--- config.mk ---
export PLATFORM = sky130hd
export DESIGN_NAME = disp_arbiter
export DESIGN_NICKNAME = d
export VERILOG_FILES = /design/src/rtl/disp_pkg.sv /design/src/rtl/rr_pick.sv /design/src/rtl/disp_arbiter.sv
export SDC_FILE = /design/constraint.sdc
export NUM_CORES = 1
export LEC_CHECK = 0
export BUFFER_PORTS_ARGS = -buffer_cell sky130_fd_sc_hd__buf_2
export CAP_MARGIN = 30
export CORE_AREA = 2 2 121 123
export CTS_BUF_LIST = sky130_fd_sc_hd__clkbuf_8 sky130_fd_sc_hd__clkbuf_16
export DETAILED_ROUTE_END_ITERATION = 16
export DIE_AREA = 0 0 123 125
export PLACE_DENSITY_LB_ADDON = 0.1
export SKIP_LAST_GASP = 1
export SLEW_MARGIN = 20
export SYNTH_ARGS = -nofsm -noshare
export SYNTH_HDL_FRONTEND = slang
export SYNTH_SLANG_ARGS = --single-unit
export TNS_END_PERCENT = 100
--- constraint.sdc ---
create_clock -name clk -period 2.61 [get_ports clk]
set_input_delay 0.522 -clock clk [delete_from_list [all_inputs] [get_ports clk]]
set_output_delay 0.522 -clock clk [all_outputs]
set_load 0.02 [all_outputs]
--- src/rtl/disp_pkg.sv ---
// Shared constants, FSM encoding and width helper for the display arbiter.
package disp_pkg;

  localparam int unsigned DISP_W       = 16;
  localparam int unsigned HOLD_DEFAULT = 100_000_000;

  typedef enum logic {
    IDLE = 1'b0,
    SHOW = 1'b1
  } state_t;

  // Ceiling log2, never below 1 so every derived vector has at least one bit.
  function automatic int unsigned clog2(input int unsigned n);
    int unsigned     r;
    longint unsigned v;
    r = 0;
    v = 1;
    while (v < 64'(n)) begin
      v = v << 1;
      r++;
    end
    return (r == 0) ? 1 : r;
  endfunction

endpackage

--- src/rtl/rr_pick.sv ---
// Combinational round-robin pick: first requester after rr_last, wrapping modulo NUM_REQ.
module rr_pick
  import disp_pkg::*;
#(
  parameter int unsigned NUM_REQ = 4,
  parameter int unsigned IW      = clog2(NUM_REQ)
) (
  input  logic [NUM_REQ-1:0] req,
  input  logic [IW-1:0]      rr_last,
  output logic [IW-1:0]      winner,
  output logic               any_req
);

  // Scan rr_last+1 .. rr_last+NUM_REQ so the previous owner is considered last.
  always_comb begin
    logic [IW-1:0] idx;
    idx     = '0;
    winner  = '0;
    any_req = 1'b0;
    for (int unsigned k = 1; k <= NUM_REQ; k++) begin
      idx = IW'((32'(rr_last) + k) % NUM_REQ);
      if (!any_req && req[idx]) begin
        winner  = idx;
        any_req = 1'b1;
      end
    end
  end

endmodule

--- src/rtl/disp_arbiter.sv ---
// Round-robin owner of the shared 4-digit hex display with a minimum dwell per grant.
module disp_arbiter
  import disp_pkg::*;
#(
  parameter int unsigned       NUM_REQ     = 4,
  parameter int unsigned       HOLD_CYCLES = HOLD_DEFAULT,
  parameter logic [DISP_W-1:0] RESET_WORD  = 16'h0000
) (
  input  logic                       clk,
  input  logic                       reset,
  input  logic [NUM_REQ-1:0]         req,
  input  logic [NUM_REQ*DISP_W-1:0]  req_data,
  output logic [NUM_REQ-1:0]         ack,
  output logic [DISP_W-1:0]          disp_data,
  output logic [2:0]                 owner,
  output logic                       busy
);

  localparam int unsigned IW         = clog2(NUM_REQ);
  localparam int unsigned TW         = clog2(HOLD_CYCLES);
  localparam logic [TW-1:0] TIMER_LOAD = TW'(HOLD_CYCLES - 1);

  state_t              state_q, state_nx;
  logic [TW-1:0]       timer_q, timer_nx;
  logic [IW-1:0]       rr_last_q, rr_last_nx;
  logic [IW-1:0]       owner_q, owner_nx;
  logic [DISP_W-1:0]   data_q, data_nx;
  logic [NUM_REQ-1:0]  ack_q, ack_nx;
  logic [IW-1:0]       winner;
  logic                any_req;
  logic                grant;
  logic [DISP_W-1:0]   words [NUM_REQ];

  rr_pick #(
    .NUM_REQ (NUM_REQ),
    .IW      (IW)
  ) u_rr_pick (
    .req     (req),
    .rr_last (rr_last_q),
    .winner  (winner),
    .any_req (any_req)
  );

  // Unpack the flat request bus into per-requester words.
  always_comb begin
    for (int unsigned i = 0; i < NUM_REQ; i++) begin
      words[i] = req_data[i*DISP_W +: DISP_W];
    end
  end

  // State, dwell timer and capture registers; all outputs come straight from here.
  always_ff @(posedge clk) begin
    if (reset) begin
      state_q   <= IDLE;
      timer_q   <= '0;
      rr_last_q <= IW'(NUM_REQ - 1);
      owner_q   <= '0;
      data_q    <= RESET_WORD;
      ack_q     <= '0;
    end else begin
      state_q   <= state_nx;
      timer_q   <= timer_nx;
      rr_last_q <= rr_last_nx;
      owner_q   <= owner_nx;
      data_q    <= data_nx;
      ack_q     <= ack_nx;
    end
  end

  // Next-state: grant from IDLE or at dwell end, in-place owner updates mid-dwell.
  always_comb begin
    state_nx   = state_q;
    timer_nx   = timer_q;
    rr_last_nx = rr_last_q;
    owner_nx   = owner_q;
    data_nx    = data_q;
    ack_nx     = '0;
    grant      = 1'b0;
    unique case (state_q)
      IDLE: grant = any_req;
      SHOW: begin
        if (timer_q == '0) begin
          if (any_req) grant = 1'b1;
          else         state_nx = IDLE;
        end else begin
          timer_nx = timer_q - TW'(1);
          if (req[owner_q]) begin
            data_nx         = words[owner_q];
            ack_nx[owner_q] = 1'b1;
          end
        end
      end
    endcase
    if (grant) begin
      state_nx       = SHOW;
      timer_nx       = TIMER_LOAD;
      rr_last_nx     = winner;
      owner_nx       = winner;
      data_nx        = words[winner];
      ack_nx         = '0;
      ack_nx[winner] = 1'b1;
    end
  end

  assign ack       = ack_q;
  assign disp_data = data_q;
  assign owner     = 3'(owner_q);
  assign busy      = (state_q == SHOW);

endmodule

==> results of run 1 <==
==> sequential cells by signal, summed over array words and instances, names as in the netlist <==
register,cells
timer_q,27
ack,4
rr_last_q,2
owner_q,2
disp_data,16
busy,1
==> cells by family after synthesis <==
| family | after synthesis | share of synthesized area |
|---|---|---|
| simple gates | 97 | 0.153 |
| mux | 82 | 0.299 |
| compound gates | 80 | 0.166 |
| flops | 52 | 0.301 |
| buf+inv | 33 | 0.0492 |
| xor+xnor | 11 | 0.0279 |
| fa+ha+maj | 1 | 0.00362 |
| other cells | 1 | 0.00108 |
==> cells in the final DEF, fill, tap and decap left out, types with 4 or more instances in the layout <==
| cell type | n |
|---|---|
| mux2i_1 | 65 |
| dfxtp_1 | 52 |
| or4_4 | 4 |
| a21oi_2 | 11 |
| nand2_1 | 13 |
| xnor2_1 | 8 |
| nor2_1 | 29 |
| buf_4 | 24 |
| or3_1 | 5 |
| nand2b_1 | 7 |
| a211oi_1 | 13 |
| clkbuf_16 | 5 |
| buf_2 | 92 |
| a311oi_1 | 5 |
| nor3_1 | 15 |
| a21oi_1 | 21 |
| mux4_2 | 17 |
| nor4_1 | 4 |
| inv_1 | 7 |
| o21a_1 | 16 |
| or4_1 | 7 |
==> layout make-up <==
type                    count  area, µm²
multi-input cells         272       2300
clock buffers               5        125
repair buffers            118        681
inverters                   6       22.5
clock inverters             3       38.8
flip-flops and latches     52       1040
fillers                  1528       9770
well taps                 184        230
==> routing by layer <==
layer | track usage | wire length, µm | vias up
met5 | 0 | 0 | -
met4 | 0.0401 | 185 | 0
met3 | 0.0360 | 535 | 11
met2 | 0.199 | 4420 | 71
met1 | 0.182 | 4600 | 1502
li1 | - | - | 1546
==> what timing repair did <==
item / CTS / global route
setup endpoints to repair: 0 / 11
buffers inserted: 0 / 0
resized for setup: 0 / 4
hold buffers: 0 / 0
==> worst min-delay path by stage <==
stage / startpoint / endpoint / slack [ns] / cells past startpoint
after floorplan: timer_q[20]$_SDFFE_PP0P_ / timer_q[20]$_SDFFE_PP0P_ / 0.44 / 1
after global placement: timer_q[20]$_SDFFE_PP0P_ / timer_q[20]$_SDFFE_PP0P_ / 0.49 / 1
after detailed placement: timer_q[20]$_SDFFE_PP0P_ / timer_q[20]$_SDFFE_PP0P_ / 0.48 / 1
after CTS: timer_q[20]$_SDFFE_PP0P_ / timer_q[20]$_SDFFE_PP0P_ / 0.48 / 1
after global routing: timer_q[20]$_SDFFE_PP0P_ / timer_q[20]$_SDFFE_PP0P_ / 0.51 / 1
final: timer_q[20]$_SDFFE_PP0P_ / timer_q[20]$_SDFFE_PP0P_ / 0.48 / 1
==> stage by stage <==
step	hold slack [ns]	area, µm²	total power (µW)	worst slack (ns)
final	0.485	4430	2380	0.149
after global routing	0.514	4430	2530	0.0316
after CTS	0.484	4410	2420	0.0160
after detailed placement	0.475	4250	1650	0.0422
after global placement	0.491	4250	1650	0.128
after floorplan	0.444	3460	1410	0.195
==> where the power goes <==
| part | internal [µW] | total (µW) | switching [µW] | leakage [µW] |
|---|---|---|---|---|
| Sequential | 860 | 914 | 54.0 | 0.000431 |
| Combinational | 342 | 713 | 371 | 0.00129 |
| Clock | 448 | 754 | 305 | 0.0000850 |
| Total | 1650 | 2380 | 731 | 0.00181 |
==> synthesized netlist by cell type (all sizes together) (2+ instances only) <==
cell / n / area share
nand2: 15 / 0.017
nor3: 16 / 0.025
o32ai: 2 / 0.0051
nor2: 30 / 0.033
nand2b: 7 / 0.013
dfxtp: 52 / 0.30
mux4: 17 / 0.11
a211oi: 13 / 0.028
o21a: 16 / 0.035
xor2: 3 / 0.0076
o21ai: 3 / 0.0043
or3: 6 / 0.011
buf: 18 / 0.033
or4: 11 / 0.028
clkbuf: 9 / 0.0098
inv: 6 / 0.0065
a31oi: 3 / 0.0054
mux2i: 65 / 0.19
a2bb2oi: 2 / 0.0051
nor4: 7 / 0.016
a311oi: 5 / 0.013
a21oi: 32 / 0.057
xnor2: 8 / 0.020
==> worst reg2reg max path, cell delays in order, from the launching register on <==
cell     delay (ns)
dfxtp_1        0.36
or4_4          0.59
or4_4          0.57
o31ai_4        0.23
nand2_2        0.11
or2b_1         0.38
nor2_1         0.10
==> summary.txt, run 1 <==
STA
  • Slew Limit Fails: 0
  • RSZ-0062 raised after global routing: no
  • Worst Skew: 0.00865 ns
  • Least-Margin Pin Slew: 0.533 ns
  • Final Hold Violating Endpoints: 0
  • Post-layout min period: 2.46 ns
  • Achievable frequency: 406 MHz
  • Fin crit share: 0.943
  • Max transition margin: 0.645
  • Setup violators final: 0
  • Final setup TNS: 0 ns

Logic synthesis
  • Distinct cell type count after synthesis: 45
  • Seq cells post-synth: 52
  • Main synth FF type: dfxtp_1
  • Sequential share of the synthesized area: 0.301
  • Post-Synthesis Cells: 357
  • Post-synth EDFFs: 0
  • Syn_nets: 428
  • Async SR Flop Fraction: 0
  • Post-Syn Area per Cell: 9.69 µm²
  • Synth Cell Area: 3460 µm²
  • YS warnings: 0

Critical path
  • Worst setup path end: timer_q[17]$_SDFFE_PP0P_
  • Critical path's largest stage delay: 0.58 ns
  • Crit start category: flop
  • Critical Path Stages: 6
  • Crit path arrival time: 2.63 ns
  • Delay-heaviest family, CP: simple AND/OR/NAND/NOR gates
  • CP most frequent cell: or4_4
  • Slowest CP cell: or4_4
  • CP startpoint: timer_q[21]$_SDFFE_PP0P_
  • CP cell instances: or4_4, or4_4, o31ai_4, nand2_2, or2b_1, nor2_1
  • CP endpoint kind: flop
  • RR Startpoint: timer_q[21]$_SDFFE_PP0P_
  • Worst Path Buf+Inv: 0
  • CP max FO: 8
  • Critical path required time: 2.78 ns
  • Setup Crit Path Kind: reg2reg
  • Worst reg2reg path depth: 6
  • R2R setup slack: 0.15 ns
  • Critical R2R Capture: timer_q[17]$_SDFFE_PP0P_

CTS
  • Clock Latency Late Sink: 0.30 ns
  • Clock transition at path regs: 0.07 ns
  • TritonCTS Buffers: 5
  • Longest Clk Path Bufs: 2
  • CTS H-tree lvls: 2
  • Root Driver: clkbuf_16
  • CTS tree: built
  • Clock Sinks: 52

Global route
  • Vias in the first global route: 3021
  • Overflow after GRT: 0
  • Tot GR Track Use: 0.132
  • Largest net degree at the start of global routing: 37
  • Antenna violations before repair: 0
  • First-pass GRT wire length: 16000 µm

Placement
  • Port buffer count: 92
  • Inst Count DP: 632
  • Gpl congestion: 0.702
  • HPWL after DPL: 7400 µm

Final layout
  • Share of layout cells above drive strength 1: 0.368
  • Fin nets: 526
  • Util after Layout: 0.312
  • ANT cells: 0
  • Syn-to-layout area delta: 28.2%
  • Cell Count, Final, Fillers Out: 640

Route
  • Post-DR wirelength/cell: 15.2 µm
  • Vias per inst: 4.89
  • Number of detailed-route iterations in the first pass: 4
  • Post-DRT Antenna Nets: 0
  • DRT iter0 DRCs: 171
  • DRC: 0
  • Via count: 3130
  • Drt total wl: 9750 µm

Floorplanning
  • Core footprint: 14200 µm²
  • Starting Density: 0.244
  • Die W: 123 µm
  • Die H: 125 µm
  • Die ar.: 15400 µm²
  • Num ports: 94
  • Number of core rows: 44

Status
  • Status: finished clean

Power and ir drop
  • PwrDens: 537 nW/µm²
  • Leak: 0.00181 µW
  • VDD IR-drop max: 359 µV

Run
  • Max-cap violations: 0

Worst hold path
  • Hold crit path type: reg2reg
Power figures use the tool's default switching activity.
==> run 2: changes to the inputs <==
==> constraint.sdc (replaced) <==
create_clock -name clk -period 3.1 [get_ports clk]
set_input_delay 0.62 -clock clk [delete_from_list [all_inputs] [get_ports clk]]
set_output_delay 0.62 -clock clk [all_outputs]
set_load 0.02 [all_outputs]
==> run 2 against run 1 <==
Non-clock buffer count shrank 14. Final cell count shrank 2.3%. Routed wire length shrank 0.44%. Global-route usage shrank 0.24 points. Register-to-register slack improved by 0.35 ns. Sequential share of layout area increased by 0.90 points. Critical path type unchanged.
==> summary.txt, run 2 (synthesis gave the netlist of run 1 again) <==
Placement
  • Post-DP Area: 4130 µm²
  • Worst slack, placed: 0.484 ns
  • HPWL after DPL: 7220 µm
  • Gpl congestion: 0.724
  • Inst Count DP: 618
  • Port buffer count: 92

Final layout
  • Commonest non-fill, non-tap cell in the layout: buf_2
  • Max reg flops: 27
  • Top reg by flops: timer_q
  • Share of layout cells above drive strength 1: 0.342
  • Util after Layout: 0.301
  • ANT cells: 0
  • Fin nets: 512
  • Commonest cells after routing, fill and taps aside: 92 x buf_2, 65 x mux2i_1, 52 x dfxtp_1
  • Syn-to-layout area delta: 23.4%
  • Cell area after layout: 4270 µm²
  • Cell Count, Final, Fillers Out: 625

Route
  • DRC: 0
  • Post-DRT Antenna Nets: 0
  • Vias per inst: 4.83
  • Drt total wl: 9700 µm
  • Post-DR wirelength/cell: 15.5 µm
  • DRT iter0 DRCs: 79
  • Via count: 3018
  • Number of detailed-route iterations in the first pass: 4

STA
  • Fin crit share: 0.839
  • Least-Margin Pin Slew: 0.499 ns
  • Worst Skew: 0.00990 ns
  • Post-layout min period: 2.60 ns
  • Final setup TNS: 0 ns
  • Final Hold Violating Endpoints: 0
  • Final WS setup: 0.500 ns
  • Achievable frequency: 385 MHz
  • Slew Limit Fails: 0
  • Setup violators final: 0
  • RSZ-0062 raised after global routing: no
  • Max transition margin: 0.665

Global route
  • Tot GR Track Use: 0.129
  • Antenna violations before repair: 0
  • First-pass GRT wire length: 15900 µm
  • Overflow after GRT: 0
  • Largest net degree at the start of global routing: 37
  • Vias in the first global route: 3106

Critical path
  • Crit path arrival time: 2.76 ns
  • CP most frequent cell: or4_4
  • Worst reg2reg path depth: 7
  • Critical path required time: 3.26 ns
  • Setup Crit Path Kind: reg2reg
  • Slowest CP cell: or4_4
  • Crit start category: flop
  • Critical path's largest stage delay: 0.58 ns
  • CP max FO: 15
  • CP endpoint kind: flop
  • CP cell instances: or4_4, or4_4, o31ai_4, buf_4, nand2_1, a21oi_1, a311oi_1

Floorplanning
  • Num ports: 94
  • Die H: 125 µm
  • Core footprint: 14200 µm²
  • Die W: 123 µm
  • Number of core rows: 44
  • Starting Density: 0.244
  • Die ar.: 15400 µm²

CTS
  • Clock Latency Late Sink: 0.29 ns
  • Root Driver: clkbuf_16
  • Clock Sinks: 52
  • Postcts setup bufs: 0
  • Longest Clk Path Bufs: 2
  • CTS tree: built
  • Clock transition at path regs: 0.07 ns
  • # hold bufs at CTS: 0
  • CTS H-tree lvls: 2
  • TritonCTS Buffers: 5
  • Resized cells post-CTS: 0

Run
  • Max-cap violations: 0

Power and ir drop
  • Leak: 0.00170 µW
  • VDD IR-drop max: 193 µV
  • PwrDens: 442 nW/µm²

Worst hold path
  • Hold Path Stages: 1
  • Hold crit path type: reg2reg

Status
  • Status: finished clean
## run 2: cell count changes in the layout (fill, tap and decap cells not counted), sizes merged
cell,before,now
bufinv,1,0
clkinvlp,0,1
inv,7,6
buf,118,104
## run 2: path summary, 6_finish.rpt
kind	startpoint	end	slack, ns
max	timer_q[21]$_SDFFE_PP0P_	timer_q[2]$_SDFFE_PP0P_	0.50
min	timer_q[20]$_SDFFE_PP0P_	timer_q[20]$_SDFFE_PP0P_	0.49
max reg2reg	timer_q[21]$_SDFFE_PP0P_	timer_q[2]$_SDFFE_PP0P_	0.50
min reg2reg	timer_q[20]$_SDFFE_PP0P_	timer_q[20]$_SDFFE_PP0P_	0.49
## run 2: stage by stage
step                power, µW  hold slack [ns]
floorplan                1190            0.444
global placement         1370            0.477
detailed placement       1370            0.475
CTS                      1920            0.488
global route             1990            0.509
finish                   1890            0.485
## run 2: cell type report
cell class / instances / area (µm²)
repair buffers: 104 / 563
clock buffers: 5 / 125
well taps: 184 / 230
inverters: 6 / 22.5
flip-flops and latches: 52 / 1040
fillers: 1532 / 9930
multi-input cells: 272 / 2280
clock inverters: 2 / 12.5
## run 2: layer usage
layer  global-route usage  up-vias  share of wire
li1                     -     1508              -
met1                0.170     1440           0.46
met2                0.214       64           0.48
met3               0.0324        6          0.051
met4               0.0287        0         0.0098
met5                    0        -              0
## run 2: critical path: cells and delay by family (launching register included)
| family | cells | cell delay (ns) |
|---|---|---|
| DFF | 1 | 0.35 |
| and+or+nand+nor | 3 | 1.39 |
| AOI/OAI and AO/OA | 3 | 0.48 |
| buffers and inverters | 1 | 0.26 |
## run 2: power breakdown
| part | leakage, µW | switching, µW | total (µW) | internal [µW] |
|---|---|---|---|---|
| logic | 0.00121 | 302 | 571 | 269 |
| registers | 0.000431 | 50.5 | 774 | 724 |
| clock network | 0.0000657 | 246 | 540 | 294 |
| total | 0.00170 | 599 | 1890 | 1290 |
==> run 3: changes to the inputs <==
--- a/config.mk
+++ b/config.mk
@@ -5,12 +5,13 @@
 export SDC_FILE = /design/constraint.sdc
 export NUM_CORES = 1
 export LEC_CHECK = 0
+export ABC_AREA = 1
 export BUFFER_PORTS_ARGS = -buffer_cell sky130_fd_sc_hd__buf_2
 export CAP_MARGIN = 30
-export CORE_AREA = 2 2 121 123
+export CORE_AREA = 2 2 129 131
 export CTS_BUF_LIST = sky130_fd_sc_hd__clkbuf_8 sky130_fd_sc_hd__clkbuf_16
 export DETAILED_ROUTE_END_ITERATION = 16
-export DIE_AREA = 0 0 123 125
+export DIE_AREA = 0 0 131 133
 export PLACE_DENSITY_LB_ADDON = 0.1
 export SKIP_LAST_GASP = 1
 export SLEW_MARGIN = 20
==> constraint.sdc (replaced) <==
create_clock -name clk -period 2.65 [get_ports clk]
set_input_delay 0.53 -clock clk [delete_from_list [all_inputs] [get_ports clk]]
set_output_delay 0.53 -clock clk [all_outputs]
set_load 0.02 [all_outputs]
==> run 3 against run 2 <==
Final area increased by 12%. Final cell count increased by 52%. Global-route usage is 5.1 points higher. Die area up 13%. Clock power up 25%. Largest power group is now combinational cells.
==> summary.txt, run 3 <==
Logic synthesis
  • Synth top area share: 0.263
  • Synth Cell Area: 3960 µm²
  • Top area cells in the synthesized netlist: dfxtp_1 26%, nand2_1 14%, nand3_1 9.6%
  • Area leader, netlist: dfxtp_1
  • Simple-Gate Fraction of Synth Area: 0.460
  • Sequential share of the synthesized area: 0.263
  • Async SR Flop Fraction: 0
  • Syn_nets: 721
  • Fraction of the mapped netlist area in adder cells: 0.00316
  • Post-synth EDFFs: 0
  • Main synth FF type: dfxtp_1
  • Distinct cell type count after synthesis: 41
  • Fraction of synthesized area in multiplexers: 0
  • Post-Synthesis Cells: 650
  • Largest family of logic cells by synthesized area: simple AND/OR/NAND/NOR gates
  • Synth Area in Compound Gates: 0.152
  • Most frequent cell after synthesis: nand2_1
  • Most frequent cells after synthesis: 145 x nand2_1, 79 x nor2_1, 76 x nand3_1
  • YS warnings: 0
  • Post-Syn Area per Cell: 6.10 µm²
  • Seq cells post-synth: 52
  • Post-Synth XOR/XNOR Area: 0.00221

STA
  • Slew Limit Fails: 0
  • Fin crit share: 0.896
  • Final setup TNS: 0 ns
  • Least-Margin Pin Slew: 0.699 ns
  • RSZ-0062 raised after global routing: no
  • Final WS setup: 0.277 ns
  • Final Hold Violating Endpoints: 0
  • Post-layout min period: 2.37 ns
  • Max transition margin: 0.531
  • Setup violators final: 0
  • Achievable frequency: 421 MHz
  • Worst Skew: 0.0113 ns

Critical path
  • CP max FO: 20
  • Crit start category: flop
  • Worst reg2reg path depth: 12
  • Delay-heaviest family, CP: simple AND/OR/NAND/NOR gates
  • Setup Crit Path Kind: reg2reg
  • Critical path's largest stage delay: 0.30 ns
  • Critical path required time: 2.86 ns
  • CP cell instances: inv_1, ha_1, nand2_1, nor2_4, nand4_2, nand2_2, nand2_2, inv_2, buf_4, o21ai_0, nor2_1, nor2_1
  • Crit path arrival time: 2.58 ns
  • Critical Path Stages: 12
  • Worst Path Buf+Inv: 3
  • CP endpoint kind: flop
  • Slowest CP cell: dfxtp_1

Global route
  • Overflow after GRT: 0
  • First-pass GRT wire length: 24600 µm
  • Tot GR Track Use: 0.181
  • Vias in the first global route: 4725
  • Antenna violations before repair: 0
  • Largest net degree at the start of global routing: 35

Route
  • Post-DRT Antenna Nets: 0
  • Post-DR wirelength/cell: 16.2 µm
  • DRT iter0 DRCs: 363
  • Via count: 4733
  • Vias per inst: 4.99
  • Drt total wl: 15300 µm
  • DRC: 0
  • Number of detailed-route iterations in the first pass: 6

Floorplanning
  • Die W: 131 µm
  • Die H: 133 µm
  • Number of core rows: 47
  • Die ar.: 17400 µm²
  • Starting Density: 0.245
  • Core footprint: 16200 µm²
  • Num ports: 94

CTS
  • Clock Latency Late Sink: 0.31 ns
  • CTS tree: built
  • Root Driver: clkbuf_16
  • Clock Sinks: 52
  • Longest Clk Path Bufs: 2
  • CTS H-tree lvls: 2
  • Clock transition at path regs: 0.08 ns
  • Resized cells post-CTS: 0
  • Postcts setup bufs: 0
  • TritonCTS Buffers: 5
  • # hold bufs at CTS: 0

Final layout
  • Share of layout cells above drive strength 1: 0.202
  • Top reg by flops: timer_q
  • Max reg flops: 27
  • Syn-to-layout area delta: 20.7%
  • Util after Layout: 0.296
  • Commonest cells after routing, fill and taps aside: 145 x nand2_1, 92 x buf_2, 79 x nor2_1
  • ANT cells: 0
  • Multi-input combinational cell area: 2450 µm²
  • Storage cell area: 1040 µm²
  • Filler Cell Count: 1864
  • Commonest non-fill, non-tap cell in the layout: nand2_1
  • Fin nets: 800

Worst hold path
  • Hold Path Stages: 2
  • Hold crit path type: reg2reg

Placement
  • Gpl congestion: 0.902
  • Worst slack, placed: 0.267 ns
  • Port buffer count: 92
  • HPWL after DPL: 10900 µm

Power and ir drop
  • VDD IR-drop max: 509 µV
  • PwrDens: 1260 nW/µm²
  • Leak: 0.00225 µW

Run
  • Max-cap violations: 0

Status
  • Status: finished clean
==> run 3: cell types whose count changed in the layout (fill, tap and decap cells not counted), moves of 40 or more <==
cell / previous run / this run
nand2_1: 14 / 145
nand4_1: 0 / 47
mux2i_1: 65 / 0
inv_1: 6 / 68
nand3_1: 0 / 76
o21ai_0: 2 / 42
nor2_1: 29 / 79
==> run 3: per-layer routing <==
metal,track usage,vias to the layer above,share of wire
li1,-,2357,-
met1,0.227,2203,0.43
met2,0.312,149,0.50
met3,0.0218,24,0.046
met4,0.0686,0,0.026
met5,0,-,0
==> run 3: path summary, 6_finish.rpt <==
path | from | endpoint | slack (ns)
worst max-delay path | timer_q[0]$_SDFFE_PP0P_ | disp_data[3]$_SDFFE_PP0P_ | 0.28
worst min-delay path | timer_q[5]$_SDFFE_PP0P_ | timer_q[5]$_SDFFE_PP0P_ | 0.50
worst max register to register | timer_q[0]$_SDFFE_PP0P_ | disp_data[3]$_SDFFE_PP0P_ | 0.28
worst min register to register | timer_q[5]$_SDFFE_PP0P_ | timer_q[5]$_SDFFE_PP0P_ | 0.50
==> run 3: kinds of logic (layout without fill, tap and decap cells) <==
group,count (synthesis),after routing
compound gates,97,97
xor+xnor,1,1
fa+ha+maj,1,1
buf+inv,111,190
flops,52,52
other cells,1,1
simple gates,387,387
==> run 3: area by class of cell <==
class                           instances  area share
Clock buffer                            5      0.0262
Multi-Input combinational cell        487       0.512
Inverter                               73      0.0573
Sequential cell                        52       0.218
Clock inverter                          2     0.00262
Tap cell                              220      0.0575
Timing Repair Buffer                  110       0.127
==> run 3: worst register-to-register path, cell delays in order, from the launching register on <==
cell     delay (ns)
dfxtp_1        0.30
inv_1          0.09
ha_1           0.19
nand2_1        0.12
nor2_4         0.22
nand4_2        0.28
nand2_2        0.23
nand2_2        0.19
inv_2          0.10
buf_4          0.25
o21ai_0        0.14
nor2_1         0.13
nor2_1         0.05
==> run 3: per-stage QoR <==
step,std cells,instance area [µm²],total power [µW],hold WS [ns]
2_1_floorplan,650,3960,4160,0.456
3_3_place_gp,942,4650,5320,0.491
3_5_place_dp,942,4650,5350,0.492
4_1_cts,949,4780,6050,0.505
5_1_grt,949,4780,6580,0.520
6_report,949,4780,6010,0.501
==> run 3: where the power goes <==
| group | leakage [µW] | switching (µW) | internal (µW) |
|---|---|---|---|
| logic | 0.00176 | 2820 | 1280 |
| clock network | 0.0000657 | 329 | 345 |
| registers | 0.000431 | 209 | 1020 |
| total | 0.00225 | 3360 | 2650 |
